File: src/rtl/zwait_pkg.sv
// Shared constants for the Z80 wait scheduler: FSM encoding, default watchdog and source indices.
package zwait_pkg;

  localparam logic [1:0] ST_IDLE    = 2'd0;
  localparam logic [1:0] ST_HOLD    = 2'd1;
  localparam logic [1:0] ST_RELEASE = 2'd2;

  typedef enum logic [1:0] {
    StIdle    = ST_IDLE,
    StHold    = ST_HOLD,
    StRelease = ST_RELEASE
  } zwait_state_e;

  localparam logic [15:0] TIMEOUT_DEFAULT = 16'd50000;

  localparam int unsigned SRC_GLUCLOCK = 0;
  localparam int unsigned SRC_COMPORT  = 1;

endpackage

File: src/rtl/zwait_sched_if.sv
// Request/service bundle between the wait sources, the AVR side and the scheduler.
interface zwait_sched_if #(
  parameter int unsigned NREQ = 7,
  parameter int unsigned IDW  = 3
);

  logic [NREQ-1:0] req_stb;
  logic            end_stb;
  logic            timeout_clr;
  logic [NREQ-1:0] waits;
  logic [IDW-1:0]  cur_id;
  logic            cur_vld;
  logic            wait_req;
  logic            spiint_n;
  logic            timeout_flag;

  modport master (
    output req_stb, end_stb, timeout_clr,
    input  waits, cur_id, cur_vld, wait_req, spiint_n, timeout_flag
  );

  modport slave (
    input  req_stb, end_stb, timeout_clr,
    output waits, cur_id, cur_vld, wait_req, spiint_n, timeout_flag
  );

endinterface

File: src/rtl/zwait_prienc.sv
// Lowest-set-bit priority encoder; index 0 has the highest priority.
module zwait_prienc #(
  parameter int unsigned NREQ = 7,
  parameter int unsigned IDW  = 3
) (
  input  logic [NREQ-1:0] req,
  output logic [IDW-1:0]  idx,
  output logic            any
);

  // Scan downwards so the lowest set bit is the last one written.
  always_comb begin
    idx = '0;
    for (int i = int'(NREQ) - 1; i >= 0; i--) begin
      if (req[i]) idx = IDW'(i);
    end
  end

  assign any = |req;

endmodule

File: src/rtl/zwait_sched.sv
// Z80 wait scheduler: queues wait requests, serves one at a time to the AVR, with watchdog release.
module zwait_sched
  import zwait_pkg::*;
#(
  parameter int unsigned    NREQ    = 7,
  parameter int unsigned    IDW     = 3,
  parameter int unsigned    CW      = 16,
  parameter logic [CW-1:0]  TIMEOUT = CW'(TIMEOUT_DEFAULT)
) (
  input logic          fclk,
  input logic          rst,
  zwait_sched_if.slave bus
);

  zwait_state_e    state_q, state_d;
  logic [NREQ-1:0] pending_q, pending_d;
  logic [IDW-1:0]  cur_id_q, cur_id_d;
  logic [CW-1:0]   cnt_q, cnt_d;
  logic            tflag_q, tflag_d;

  logic [IDW-1:0]  pri_idx;
  logic            pri_any;
  logic            leave_hold;
  logic            tmo_set;
  logic [NREQ-1:0] clr_mask;

  zwait_prienc #(
    .NREQ (NREQ),
    .IDW  (IDW)
  ) u_prienc (
    .req (pending_q),
    .idx (pri_idx),
    .any (pri_any)
  );

  always_comb begin
    state_d    = state_q;
    cur_id_d   = cur_id_q;
    cnt_d      = cnt_q;
    leave_hold = 1'b0;
    tmo_set    = 1'b0;

    unique case (state_q)
      StIdle: begin
        if (pri_any) begin
          cur_id_d = pri_idx;
          cnt_d    = '0;
          state_d  = StHold;
        end
      end
      StHold: begin
        if (cnt_q != '1) cnt_d = cnt_q + CW'(1);
        // A normal end beats a coincident watchdog expiry.
        if (bus.end_stb) begin
          leave_hold = 1'b1;
          state_d    = StRelease;
        end else if ((TIMEOUT != '0) && (cnt_q == TIMEOUT - CW'(1))) begin
          leave_hold = 1'b1;
          tmo_set    = 1'b1;
          state_d    = StRelease;
        end
      end
      StRelease: state_d = StIdle;
      default:   state_d = StIdle;
    endcase

    clr_mask  = leave_hold ? (NREQ'(1) << cur_id_q) : '0;
    // New strobes are OR-ed in last so a same-edge request re-queues the source.
    pending_d = (pending_q & ~clr_mask) | bus.req_stb;
    tflag_d   = tmo_set | (tflag_q & ~bus.timeout_clr);
  end

  always_ff @(posedge fclk or posedge rst) begin
    if (rst) begin
      state_q   <= StIdle;
      pending_q <= '0;
      cur_id_q  <= '0;
      cnt_q     <= '0;
      tflag_q   <= 1'b0;
    end else begin
      state_q   <= state_d;
      pending_q <= pending_d;
      cur_id_q  <= cur_id_d;
      cnt_q     <= cnt_d;
      tflag_q   <= tflag_d;
    end
  end

  assign bus.waits        = pending_q;
  assign bus.wait_req     = |pending_q;
  assign bus.cur_id       = cur_id_q;
  assign bus.cur_vld      = (state_q == StHold);
  assign bus.spiint_n     = ~bus.cur_vld;
  assign bus.timeout_flag = tflag_q;

endmodule

File: src/flat_wrapper.sv
// flat-port wrapper written by rule: the top's interface ports become plain ports
module zwait_sched_flat import zwait_pkg::*;
#(
  parameter int unsigned    NREQ    = 7,
  parameter int unsigned    IDW     = 3,
  parameter int unsigned    CW      = 16,
  parameter logic [CW-1:0]  TIMEOUT = CW'(TIMEOUT_DEFAULT)
)
  (fclk, rst, bus_req_stb, bus_end_stb, bus_timeout_clr, bus_waits, bus_cur_id, bus_cur_vld, bus_wait_req, bus_spiint_n, bus_timeout_flag);
  zwait_sched_if #(.NREQ(NREQ), .IDW(IDW)) bus_i ();
  input logic fclk;
  input logic rst;
  input wire logic [$bits(bus_i.req_stb)-1:0] bus_req_stb;
  input wire logic [$bits(bus_i.end_stb)-1:0] bus_end_stb;
  input wire logic [$bits(bus_i.timeout_clr)-1:0] bus_timeout_clr;
  output wire logic [$bits(bus_i.waits)-1:0] bus_waits;
  output wire logic [$bits(bus_i.cur_id)-1:0] bus_cur_id;
  output wire logic [$bits(bus_i.cur_vld)-1:0] bus_cur_vld;
  output wire logic [$bits(bus_i.wait_req)-1:0] bus_wait_req;
  output wire logic [$bits(bus_i.spiint_n)-1:0] bus_spiint_n;
  output wire logic [$bits(bus_i.timeout_flag)-1:0] bus_timeout_flag;
  assign bus_i.req_stb = bus_req_stb;
  assign bus_i.end_stb = bus_end_stb;
  assign bus_i.timeout_clr = bus_timeout_clr;
  assign bus_waits = bus_i.waits;
  assign bus_cur_id = bus_i.cur_id;
  assign bus_cur_vld = bus_i.cur_vld;
  assign bus_wait_req = bus_i.wait_req;
  assign bus_spiint_n = bus_i.spiint_n;
  assign bus_timeout_flag = bus_i.timeout_flag;
  zwait_sched #(.NREQ(NREQ), .IDW(IDW), .CW(CW), .TIMEOUT(TIMEOUT)) u_core (.fclk(fclk), .rst(rst), .bus(bus_i));
endmodule
File: config.mk
export PLATFORM = sky130hd
export DESIGN_NAME = zwait_sched_flat
export DESIGN_NICKNAME = d
export VERILOG_FILES = /design/src/rtl/zwait_pkg.sv /design/src/rtl/zwait_sched_if.sv /design/src/rtl/zwait_prienc.sv /design/src/rtl/zwait_sched.sv /design/src/flat_wrapper.sv
export SDC_FILE = /design/constraint.sdc
export NUM_CORES = 1
export LEC_CHECK = 0
export CAP_MARGIN = 20
export CORE_UTILIZATION = 30
export DETAILED_ROUTE_END_ITERATION = 7
export GPL_ROUTABILITY_DRIVEN = 0
export PLACE_DENSITY = 0.51
export SYNTH_ARGS = -nofsm -noshare
export SYNTH_HDL_FRONTEND = slang
export SYNTH_SLANG_ARGS = --single-unit
File: constraint.sdc
create_clock -name fclk -period 2.4 [get_ports fclk]
set_input_delay 0.48 -clock fclk [delete_from_list [all_inputs] [get_ports fclk]]
set_output_delay 0.48 -clock fclk [all_outputs]
set_load 0.01 [all_outputs]
# [Word level (Yosys, flattened, before mapping)]
# Index checks and enable logic that the tools add are counted.
[word_totals] regBits=29 latch_bits=0 mem_bits_rw=0 mem_bits_ro=0 input_bits=11 output_inout_bits=14 wordCells=46 memories=0
[op_classes] addsub=1 mul=0 n_div=0 n_lt_le_gt_ge=0 eq_ne=6 shifts=1 n_mux=20 n_bitwise=7 reduce_logical=6
[op_table] cell="16-bit two-way mux" count=2
[op_table] cell="16-bit case mux with 2 select lines" count=1
[op_table] cell="3-bit two-way mux" count=7
[op_table] cell="16-bit by 1-bit adder with 16-bit output (second input constant)" count=1
[op_table] cell="16-bit equality test (second input constant)" count=1
[op_table] cell="16-bit inequality test (second input constant)" count=1
[op_table] cell="7-bit AND" count=1
[op_table] cell="7-bit two-way mux" count=1
[op_table] cell="7-bit inverter" count=1
[op_table] cell="7-bit OR" count=1
[op_table] cell="7-bit OR reduction" count=1
[op_table] cell="1-bit by 3-bit << shifter with 7-bit output (first input constant)" count=1
[op_table] cell="2-bit two-way mux" count=3
[op_table] cell="1-bit two-way mux" count=5
[op_table] cell="2-bit inequality test (second input constant)" count=2
[op_table] cell="2-bit case mux with 2 select lines" count=1
[op_table] cell="2-bit AND reduction" count=2
[op_table] cell="3-bit inequality test (second input constant)" count=1
[op_table] cell="3-bit AND reduction" count=1
[op_table] cell="2-bit by 1-bit equality test with 1-bit output (second input constant)" count=1
[op_table] cell="2-bit zero test" count=1
[op_table] cell="1-bit inverter" count=2
[op_table] cell="2-bit nonzero test" count=1
[op_table] cell="1-bit AND" count=1
[op_table] cell="1-bit OR" count=1

# [Longest topological paths before layout]
# Gate-level depths: netlist (run 1).
[logic_depth] word_depth=8 ltp_mapped=7 mapped_depth_nobuf=6

# [Modules after synthesis]
# A second synthesis (run 1) with hierarchy kept.
[unflattened] cells_unflattened=172 area_unflattened_um2=1584.0
[by_module_without_submodules] mod="zwait_sched" n_inst=1 cells_each=161 area_each_um2=1511.4 seq_area_each_um2=725.7
[by_module_without_submodules] mod="zwait_prienc" n_inst=1 cells_each=11 area_each_um2=72.6 seq_area_each_um2=0.0

# [Worst setup path after synthesis (run 1)]
# OpenSTA, ideal clock, no wires.
[synth_path] kind="flip-flop to flip-flop" start="register u_core.cnt_q[4]" end="register u_core.pending_q[5], in the netlist u_core.bus.waits[5]" setup_ps=144 arrival_ps=1548 required_time_ps=2256 slack_ps=708 stages_incl_launch_ff=6 synth_period_minus_slack_ps=1692 path_cell_list="dfrtp_1 -> or4_1 -> or3_1 -> nand2b_1 -> buf_6 -> a41oi_1"
[synth_between] elab_chain_len=8
[synth_lines] item="start, declared" line="zwait_sched.sv:18" source="logic [CW-1:0] cnt_q, cnt_d;"
[synth_lines] item="start signal, assigned" line="zwait_sched.sv:84" source="cnt_q <= cnt_d;"
[synth_lines] item="16-bit equality test" line="zwait_sched.sv:57" source="end else if ((TIMEOUT != '0) && (cnt_q == TIMEOUT - CW'(1))) begin"
[synth_lines] item="1-bit two-way mux" line="zwait_sched.sv:57"
[synth_lines] item="1-bit two-way mux" line="zwait_sched.sv:54" source="if (bus.end_stb) begin"
[synth_lines] item="1-bit two-way mux" line="zwait_sched.sv:43" source="unique case (state_q)"
[synth_lines] item="7-bit two-way mux" line="zwait_sched.sv:67" source="clr_mask = leave_hold ? (NREQ'(1) << cur_id_q) : '0;"
[synth_lines] item="7-bit inverter" line="zwait_sched.sv:69" source="pending_d = (pending_q & ~clr_mask) | bus.req_stb;"
[synth_lines] item="7-bit AND" line="zwait_sched.sv:69"
[synth_lines] item="7-bit OR" line="zwait_sched.sv:69"
[synth_lines] item="net u_core.pending_d[5]" line="zwait_sched.sv:16" source="logic [NREQ-1:0] pending_q, pending_d;"
[synth_lines] item="end signal, assigned" line="zwait_sched.sv:82" source="pending_q <= pending_d;"
[synth_lines] item="end, declared" line="zwait_sched.sv:16"
# The timed path passes the listed nets, and every way through them passes these cells.
# A chain may end at the register's enable or synchronous reset.

# [Worst setup path in the final report (run 1)]
[layout_path] start="register u_core.state_q[1]" end="output port bus_cur_vld"
[layout_between] elab_chain_len=1
[layout_lines] item="start, declared" line="zwait_sched.sv:15" source="zwait_state_e state_q, state_d;"
[layout_lines] item="start signal, assigned" line="zwait_sched.sv:75" source="state_q <= StIdle;"
[layout_lines] item="start signal, assigned" line="zwait_sched.sv:81" source="state_q <= state_d;"
[layout_lines] item="2-bit by 1-bit equality test with 1-bit output" line="zwait_sched.sv:92" source="assign bus.cur_vld = (state_q == StHold);"
[layout_lines] item="end, declared" line="flat_wrapper.sv:18" source="output wire logic [$bits(bus_i.cur_vld)-1:0] bus_cur_vld;"
# No other way between the ends.

==> run_results.csv, run 1 <==
group,metric,value,unit
layout,nets,208,
clock_network,cts.sinks,29,
grt,grt_util_all_layers,0.163,
synthesis,synthCells,166,
floorplan,rows,25,
grt,antenna_found_initial,0,
timing,skew,0.00746,ns
timing,finalCritPeriodShare,0.917,
synthesis,synth_ff_type,"dfrtp_1",
floorplan,die_y,73.0,um
drt,topRoutingLayerUsed,"met4",
synthesis,ys_warn_count,0,
place,port_buffers,24,
setup_path,cp.required,1.92,ns
synthesis,synth-edff-count,0,
timing,drv_slew,0,
drt,wl,3820,um
synthesis,synth-async-reset-ratio,1.00,
place,dpl.hpwl,2650,um
timing,rsz0062_at_grt,"no",
floorplan,core-area,4790,um2
drt,wl_met1,1730,um
layout,final_area,1930,um2
grt,grt_pass1_vias,1349,
drt,wl_met2,1800,um
floorplan,die_width,73.0,um
floorplan,die-area,5330,um2
timing,whs,0.511,ns
clock_network,numCtsBuffers,5,
synthesis,syn_nets,178,
power_and_ir_drop,vdd_drop_max,381,uV
timing,setup_viol,0,
drt,drc_errors,0,
flow_run,drv_cap,0,
synthesis,synth_seq_cells,29,
timing,tightest_slew,0.633,ns
layout,fillers,490,
timing,min_period,2.20,ns
setup_path,startpoint_type,"register",
setup_path,arrival,1.72,ns
timing,fin_tns_setup,0,ns
setup_path,slowest_delay,0.55,ns
drt,routed-via-count,1380,
layout,area_growth,27.3,%
clock_network,root_buffer,"clkbuf_8",
synthesis,ys_seq_area_frac,0.479,
setup_path,critical_path_class,"register to primary output",
clock_network,cts_resized,0,
setup_path,crit_chain,"nand2b_1 > inv_1 > clkdlybuf4s50_1",
clock_network,cts_htree_levels,2,
grt,grt-ovfl-total,0,
drt,wire_per_inst,14.5,um
power_and_ir_drop,power.total,1.67,mW
drt,drtIter0Drc,32,
setup_path,endpoint_kind,"primary output",
clock_network,ctsHoldBuffers,0,
grt,grt_first_pass_wirelength,6550,um
place,detailed_place.area,1840,um2
clock_network,cts_setup_buffers,0,
floorplan,pin_count,25,
drt,drt.antenna.violating_nets,0,
setup_path,path_max_fanout,9,
clock_network,path_clk_slew,0.07,ns
timing,max_freq,455,MHz
clock_network,clockBufferDepth,2,
floorplan,initial_utilization,0.316,
layout,num_antenna_cells,0,
hold_path,hp-class,"register to register",
power_and_ir_drop,p_per_area,865,nW/um2
clock_network,cts_tree,"yes",
layout,final_util,0.403,
synthesis,syn_area,1510,um2
run_status,status,"finished clean",
timing,slew_headroom,0.578,
power_and_ir_drop,power_leakage,0.756,nW
timing,hold_viol_final,0,
setup_path,critPathSlowestCell,"clkdlybuf4s50_1",
synthesis,avgSynthCellArea,9.12,um2
drt,dr_wl_met3,225,um
synthesis,synthDistinctLibCells,41,
drt,dr.pass1.iters,4,
clock_network,clk_latency,0.28,ns
layout,drive_gt1_frac,0.0812,
grt,grt_max_degree,30,
drt,vias_per_cell,5.23,
-- layer usage --
| layer | vias to the layer above | track usage |
|---|---|---|
| met4 | 0 | 0.0654 |
| li1 | 673 | - |
| met3 | 7 | 0.0428 |
| met2 | 43 | 0.280 |
| met1 | 657 | 0.193 |
| met5 | - | 0 |
-- cell usage after synthesis, types with 2 or more instances --
cell type / count / area, um2
nand2_1: 19 / 71.3
o41ai_1: 2 / 17.5
a21oi_1: 10 / 50.1
nand3_1: 8 / 40.0
nor2_1: 17 / 63.8
o31ai_1: 2 / 15.0
dfrtp_1: 29 / 726
inv_1: 6 / 22.5
nor3b_1: 4 / 30.0
o21a_1: 2 / 15.0
o21ai_0: 9 / 45.0
nor3_1: 7 / 35.0
a41oi_1: 3 / 26.3
nor2b_1: 2 / 12.5
nand2b_1: 2 / 12.5
clkbuf_1: 4 / 15.0
xnor2_1: 3 / 26.3
nand4_1: 3 / 18.8
a31oi_1: 12 / 75.1
-- where the power goes --
part           internal [mW]  switching [mW]
combinational          0.271           0.369
clock                  0.201           0.188
sequential             0.554          0.0850
-- through the flow --
stage,worst slack [ns],instances
finish,0.200,264
detailed placement,0.465,256
floorplan,0.708,166
CTS,0.157,264
global placement,0.484,256
global route,0.0562,264
-- cells by family (layout without fill, tap and decap cells) --
group	count (synthesis)	in the layout	share of synthesized area
mux	2	2	0.0140
xor+xnor	3	3	0.0174
buf+inv	12	43	0.0355
simple gates	71	71	0.238
flops	29	29	0.479
fa+ha+maj	1	1	0.00826
compound gates	48	48	0.207
-- flip-flops by register name, indices dropped and copies added (netlist names) --
signal and count:
u_core.state_q 2, u_core.bus.cur_id 3, u_core.bus.waits 7, u_core.bus.timeout_flag 1, u_core.cnt_q 16
-- worst max-delay path: cells and delay by family (launching register included) --
| family | cells | cell delay, ns |
|---|---|---|
| DFF | 1 | 0.41 |
| buffers and inverters | 2 | 0.70 |
| and+or+nand+nor | 1 | 0.33 |
-- placed cells by master (no fill, tap or decap), drive strengths merged, types with 2 or more instances in the layout --
master / count
a21oi: 10
a31oi: 12
a41oi: 3
and2: 2
buf: 5
clkbuf: 6
clkdlybuf4s50: 24
clkinv: 2
dfrtp: 29
inv: 6
nand2: 19
nand2b: 2
nand3: 8
nand4: 3
nor2: 17
nor2b: 2
nor3: 8
nor3b: 4
o21a: 2
o21ai: 9
o31ai: 2
o41ai: 2
xnor2: 3
-- final timing paths --
kind,cells after the start,slack (ns),from,end
setup / recovery,3,0.20,u_core.state_q[1],bus_cur_vld
hold / removal,1,0.51,u_core.cnt_q[15],u_core.cnt_q[15]
setup reg to reg,4,0.48,u_core.cnt_q[4],u_core.bus.waits[5]
hold reg to reg,1,0.51,u_core.cnt_q[15],u_core.cnt_q[15]
max in group asynchronous,3,1.55,rst,u_core.cnt_q[9]
min in group asynchronous,3,0.57,rst,u_core.bus.waits[4]
-- final cells by class --
type                            count  area (um2)  share of cell area
Multi-Input combinational cell    125         734               0.381
Sequential cell                    29         726               0.377
Timing Repair Buffer               29         278               0.144
Clock buffer                        6        72.6              0.0377
Inverter                            6        22.5              0.0117
Clock inverter                      2        10.0             0.00519
Tap cell                           67        83.8              0.0435
No activity file was read; power rests on OpenSTA's default activity.
==> run 2, diff against run 1 <==
HOLD_SLACK_MARGIN = 0.05   (was default)
==> results of run 2 <==
No change in the layout: final DEF, timing and power equal those of run 1.
